==> config.mk <==
export PLATFORM = sky130hd
export DESIGN_NAME = l2c_mem_port_arbiter
export DESIGN_NICKNAME = d
export VERILOG_FILES = /design/src/rtl/l2c_mem_port_arbiter.sv
export SDC_FILE = /design/constraint.sdc
export NUM_CORES = 1
export LEC_CHECK = 0
export ABC_AREA = 0
export CORE_MARGIN = 3
export CORE_UTILIZATION = 55
export CTS_BUF_LIST = sky130_fd_sc_hd__clkbuf_2
export DETAILED_ROUTE_END_ITERATION = 12
export DONT_BUFFER_PORTS = 1
export PLACE_DENSITY = 0.7
export RECOVER_POWER = 50
export SLEW_MARGIN = 10
export SYNTH_ARGS = -nofsm -noshare
export SYNTH_HDL_FRONTEND = slang
export SYNTH_SLANG_ARGS = --single-unit
==> constraint.sdc <==
create_clock -name clk_l2 -period 3.4 [get_ports clk_l2]
set_clock_uncertainty 0.05 [all_clocks]
set_input_delay 0.34 -clock clk_l2 [delete_from_list [all_inputs] [get_ports clk_l2]]
set_output_delay 0.34 -clock clk_l2 [all_outputs]
set_load 0.02 [all_outputs]
==> src/rtl/l2c_mem_port_arbiter.sv <==
// Arbitrates the single L2-to-memory port among five clients: it grants one
// client, runs a fixed-length beat burst for it, then pulses that client's done.
module l2c_mem_port_arbiter #(
    parameter int ADDR_W    = 32,
    parameter int BURST_LEN = 4,
    parameter int HOLDOFF   = 2
) (
    input  logic                         clk_l2,
    input  logic                         rst,
    input  logic                         inst_mem_dirty_req,
    input  logic                         inst_mem_replace_req,
    input  logic [ADDR_W-1:0]            inst_dirty_addr,
    input  logic [ADDR_W-1:0]            inst_replace_addr,
    input  logic                         data_mem_dirty_req,
    input  logic                         data_mem_replace_req,
    input  logic [ADDR_W-1:0]            data_dirty_addr,
    input  logic [ADDR_W-1:0]            data_replace_addr,
    input  logic                         wb_drain_req,
    input  logic                         wb_urgent,
    input  logic [ADDR_W-1:0]            wb_drain_addr,
    input  logic                         mem_ack,
    output logic                         inst_mem_dirty_done,
    output logic                         inst_mem_replace_done,
    output logic                         data_mem_dirty_done,
    output logic                         data_mem_replace_done,
    output logic                         wb_drain_done,
    output logic                         mem_req,
    output logic                         mem_we,
    output logic [ADDR_W-1:0]            mem_addr,
    output logic [$clog2(BURST_LEN)-1:0] mem_beat,
    output logic [2:0]                   grant_id
);

    localparam int BW = $clog2(BURST_LEN);
    localparam int MW = (HOLDOFF > 0) ? $clog2(HOLDOFF + 1) : 1;

    localparam logic [2:0] ID_NONE    = 3'd0;
    localparam logic [2:0] ID_I_DIRTY = 3'd1;
    localparam logic [2:0] ID_I_REPL  = 3'd2;
    localparam logic [2:0] ID_D_DIRTY = 3'd3;
    localparam logic [2:0] ID_D_REPL  = 3'd4;
    localparam logic [2:0] ID_WB      = 3'd5;

    localparam logic SIDE_INST = 1'b0;
    localparam logic SIDE_DATA = 1'b1;

    typedef enum logic [1:0] {
        S_IDLE  = 2'd0,
        S_BURST = 2'd1,
        S_DONE  = 2'd2
    } state_t;

    state_t              state_q, state_d;
    logic [2:0]          grant_q, grant_d;
    logic [ADDR_W-1:0]   addr_q, addr_d;
    logic                we_q, we_d;
    logic [BW-1:0]       beat_q, beat_d;
    logic                rr_q, rr_d;
    logic [MW-1:0]       mask_q [5];
    logic [MW-1:0]       mask_d [5];

    logic [4:0]          req_vec;
    logic [4:0]          elig;
    logic [2:0]          inst_pick;
    logic [2:0]          data_pick;
    logic [2:0]          sel;
    logic [ADDR_W-1:0]   sel_addr;

    // Client bit k corresponds to grant_id k+1.
    assign req_vec = {wb_drain_req, data_mem_replace_req, data_mem_dirty_req,
                      inst_mem_replace_req, inst_mem_dirty_req};

    always_comb begin
        for (int i = 0; i < 5; i++) begin
            elig[i] = req_vec[i] && (mask_q[i] == '0);
        end
    end

    always_comb begin
        inst_pick = elig[0] ? ID_I_DIRTY : (elig[1] ? ID_I_REPL : ID_NONE);
        data_pick = elig[2] ? ID_D_DIRTY : (elig[3] ? ID_D_REPL : ID_NONE);
        sel       = ID_NONE;
        if (wb_urgent && elig[4]) begin
            sel = ID_WB;
        end else if (rr_q == SIDE_INST && inst_pick != ID_NONE) begin
            sel = inst_pick;
        end else if (data_pick != ID_NONE) begin
            sel = data_pick;
        end else if (inst_pick != ID_NONE) begin
            sel = inst_pick;
        end else if (elig[4]) begin
            sel = ID_WB;
        end
    end

    always_comb begin
        case (sel)
            ID_I_DIRTY: sel_addr = inst_dirty_addr;
            ID_I_REPL:  sel_addr = inst_replace_addr;
            ID_D_DIRTY: sel_addr = data_dirty_addr;
            ID_D_REPL:  sel_addr = data_replace_addr;
            ID_WB:      sel_addr = wb_drain_addr;
            default:    sel_addr = '0;
        endcase
    end

    always_comb begin
        state_d = state_q;
        grant_d = grant_q;
        addr_d  = addr_q;
        we_d    = we_q;
        beat_d  = beat_q;
        rr_d    = rr_q;
        for (int i = 0; i < 5; i++) begin
            mask_d[i] = (mask_q[i] != '0) ? mask_q[i] - 1'b1 : '0;
        end

        case (state_q)
            S_IDLE: begin
                if (sel != ID_NONE) begin
                    state_d = S_BURST;
                    grant_d = sel;
                    addr_d  = sel_addr;
                    we_d    = (sel == ID_I_DIRTY) || (sel == ID_D_DIRTY) || (sel == ID_WB);
                    beat_d  = '0;
                    if (sel == ID_I_DIRTY || sel == ID_I_REPL) begin
                        rr_d = SIDE_DATA;
                    end else if (sel == ID_D_DIRTY || sel == ID_D_REPL) begin
                        rr_d = SIDE_INST;
                    end
                end
            end
            S_BURST: begin
                if (mem_ack) begin
                    beat_d = beat_q + 1'b1;
                    if (beat_q == BW'(BURST_LEN - 1)) begin
                        state_d = S_DONE;
                    end
                end
            end
            S_DONE: begin
                state_d = S_IDLE;
                grant_d = ID_NONE;
                // Masking covers the cycles the client FSM needs to see done and drop its request.
                case (grant_q)
                    ID_I_DIRTY: mask_d[0] = MW'(HOLDOFF);
                    ID_I_REPL:  mask_d[1] = MW'(HOLDOFF);
                    ID_D_DIRTY: mask_d[2] = MW'(HOLDOFF);
                    ID_D_REPL:  mask_d[3] = MW'(HOLDOFF);
                    ID_WB:      mask_d[4] = MW'(HOLDOFF);
                    default:    ;
                endcase
            end
            default: begin
                state_d = S_IDLE;
                grant_d = ID_NONE;
            end
        endcase
    end

    always_ff @(posedge clk_l2 or posedge rst) begin
        if (rst) begin
            state_q <= S_IDLE;
            grant_q <= ID_NONE;
            addr_q  <= '0;
            we_q    <= 1'b0;
            beat_q  <= '0;
            rr_q    <= SIDE_INST;
            for (int i = 0; i < 5; i++) begin
                mask_q[i] <= '0;
            end
        end else begin
            state_q <= state_d;
            grant_q <= grant_d;
            addr_q  <= addr_d;
            we_q    <= we_d;
            beat_q  <= beat_d;
            rr_q    <= rr_d;
            for (int i = 0; i < 5; i++) begin
                mask_q[i] <= mask_d[i];
            end
        end
    end

    assign mem_req  = (state_q == S_BURST);
    assign mem_we   = we_q;
    assign mem_addr = addr_q;
    assign mem_beat = beat_q;
    assign grant_id = grant_q;

    assign inst_mem_dirty_done   = (state_q == S_DONE) && (grant_q == ID_I_DIRTY);
    assign inst_mem_replace_done = (state_q == S_DONE) && (grant_q == ID_I_REPL);
    assign data_mem_dirty_done   = (state_q == S_DONE) && (grant_q == ID_D_DIRTY);
    assign data_mem_replace_done = (state_q == S_DONE) && (grant_q == ID_D_REPL);
    assign wb_drain_done         = (state_q == S_DONE) && (grant_q == ID_WB);

endmodule

==> results.sh <==
export IMPL_outcome="finished with violations"
export IMPL_violations="max-capacitance violations, max-slew violations"
export IMPL_ctsHoldBuffers=2
export IMPL_yosys_warnings=0
export IMPL_drv_cap=1
export IMPL_avgSynthCellArea_um2=10.7
export IMPL_syn_to_final_growth_pct=3.69
export IMPL_die_y_um=88.3
export IMPL_postRouteAntennaNets=0
export IMPL_utilization=0.599
export IMPL_p_int_mw=1.49
export IMPL_cp_data_arrival_time_ps=3130
export IMPL_clkPwrFrac=0.114
export IMPL_clk_pin_slew_worst_paths_ps=260
export IMPL_gp_congestion=0.854
export IMPL_cts_buffer_depth=2
export IMPL_finalWirelength_mm=9.49
export IMPL_synth_cell_types=48
export IMPL_pwr_share_seq=0.491
export IMPL_worst_ep_required_time_ps=3670
export IMPL_worst_setup_path_start_kind="register"
export IMPL_grt_pass1_wl_mm=13.8
export IMPL_drtIter0Drc=128
export IMPL_place_inst=408
export IMPL_hold_viol=0
export IMPL_report_final_slew_viol_count=52
export IMPL_start_util=0.577
export IMPL_powerDensity_nw_per_um2=716
export IMPL_grt_setup_unrepaired="no"
export IMPL_ir_drop_v=0.000370
export IMPL_num_rows=29
export IMPL_port_buffers=0
export IMPL_antenna_found_initial=0
export IMPL_ys_seq_area_frac=0.342
export IMPL_die_area_um2=7800
export IMPL_gr_total_overflow=0
export IMPL_hp_class="input pin to register"
export IMPL_cts_htree_levels=2
export IMPL_leakage_nw=1.60
export IMPL_dpl_cell_area_um2=3780
export IMPL_syn_inst=347
export IMPL_grtUsageTotal=0.230
export IMPL_fin_crit_sh=0.841
export IMPL_cts_tree="done"
export IMPL_end_kind="register"
export IMPL_r2r_setup_slack_ps=540
export IMPL_synth_top_cell_by_area="dfrtp_1"
export IMPL_cts_sinks=51
export IMPL_critical_path_class="register to register"
export IMPL_worstMarginPinSlew_ps=1910
export IMPL_io_pins=213
export IMPL_dr_pass1_iters=4
export IMPL_clkLatencyLatePin_ps=440
export IMPL_critPathMaxFanout=23
export IMPL_drive_gt1_frac=0.355
export IMPL_die_w_um=88.3
export IMPL_cts_made_buffers=5
export IMPL_cts_resized=0
export IMPL_switching_share=0.460
export IMPL_synth_area_um2=3730
export IMPL_fin_crit_ps=2860
export IMPL_slew_headroom=-0.274
export IMPL_synthTopCellsByArea="dfrtp_1, mux2_4, a22oi_2"
export IMPL_synth_top_cell_area_share=0.342
export IMPL_fin_cells=418
export IMPL_synth_edf_count=0
export IMPL_grt_max_degree=52
export IMPL_num_vias=2733
export IMPL_whs_ps=69.7
export IMPL_ys_seq_elements=51
export IMPL_fin_area_um2=3870
export IMPL_routedWlPerCell_um=22.7
export IMPL_drcViolationCount=0
export IMPL_viasPerCell=6.54
export IMPL_diodes=0
export IMPL_first_global_vias=2609
export IMPL_pwr_share_comb=0.395
export IMPL_fp_coreArea_um2=6460
export IMPL_fin_nets=510
export IMPL_syn_num_nets=517
export IMPL_tns_ps=0
export IMPL_p_sw_mw=1.27
export IMPL_hpwl_mm=7.41
export IMPL_synthFlopType="dfrtp_1"
export IMPL_synthArstFlopShare=1.00
export IMPL_fmax_ghz=0.350
export IMPL_post_cts_buffers=0
export IMPL_setup_viol=0
export IMPL_cts_root_buffer="clkbuf_2"
[cells in the mapped netlist (all sizes together), types with 2 or more instances]
| master | count |
|---|---|
| nand2 | 38 |
| buf | 23 |
| clkbuf | 2 |
| nor2 | 42 |
| nor3 | 3 |
| o21ai | 4 |
| a22oi | 32 |
| dfrtp | 51 |
| a22o | 2 |
| or3b | 4 |
| nor3b | 10 |
| a21o | 8 |
| nand3b | 3 |
| mux2 | 64 |
| a21oi | 5 |
| a21boi | 2 |
| a31oi | 34 |
[flip-flops by register name, summed over array words and instances, names as in the netlist]
signal,count
grant_id,3
mem_beat,2
mem_we,1
rr_q,1
mask_q,10
state_q,2
mem_addr,32
[metal layers]
metal  up-vias  part of all wire  track usage
met3        16             0.072       0.0624
met5         -                 0            0
met4         0             0.019       0.0714
met2       120              0.52        0.397
li1       1278                 -            -
met1      1319              0.39        0.281
[power groups by stage]
stage               Sequential, mW  Clock [mW]  Combinational, mW
finish                        1.36       0.315               1.10
global placement              1.37           0               1.07
floorplan                     1.28           0              0.976
CTS                           1.36       0.323               1.11
detailed placement            1.38           0               1.10
global route                  1.39       0.350               1.22
[cells in the final DEF (no fill, tap or decap), types with 5 or more instances in the layout]
cell type,count
a21o_1,8
mux2_4,29
nor2_1,40
nand2_1,38
nor3b_1,6
buf_4,5
mux2_1,5
a22oi_2,29
mux2_2,30
clkbuf_2,5
dfrtp_1,51
a21oi_1,5
a31oi_1,32
[worst max-delay path: stages, from the launching register on]
cell	delay (ps)
dfrtp_1	480
nor3b_1	510
o32a_4	270
a21boi_4	520
buf_12	280
mux2_2	360
a22oi_1	140
a31oi_1	110
[logic make-up (layout without fill, tap and decap cells)]
group | Yosys count | after routing | share of synthesized area
AOI/OAI and AO/OA | 95 | 95 | 0.235
buffers and inverters | 26 | 20 | 0.0473
adders and majority gates | 1 | 1 | 0.00336
and+or+nand+nor | 110 | 110 | 0.150
DFF | 51 | 51 | 0.342
muxes | 64 | 64 | 0.222
[layout make-up]
type | count | area (um2)
clock inverters | 3 | 38.8
flip-flops and latches | 51 | 1280
well taps | 77 | 96.3
multi-input cells | 270 | 2290
fillers | 578 | 2590
clock buffers | 5 | 25.0
repair buffers | 11 | 138
inverters | 1 | 3.75
[final timing paths]
path                                       startpoint      endpoint  cells after the start
max in group asynchronous                         rst   mem_addr[2]                      2
worst min register to register              mask_q[0]     mask_q[0]                      1
min in group asynchronous                         rst     mask_q[0]                      2
worst max register to register              mask_q[7]  mem_addr[23]                      7
worst min-delay path            data_replace_addr[10]  mem_addr[10]                      2
worst max-delay path                        mask_q[7]  mem_addr[23]                      7
[stage by stage]
stage	power, mW	setup slack, ps
floorplan	2.25	1190
global placement	2.44	757
detailed placement	2.48	613
CTS	2.79	550
global route	2.96	385
finish	2.77	541
Note: power is estimated with default switching activity, not from simulation.
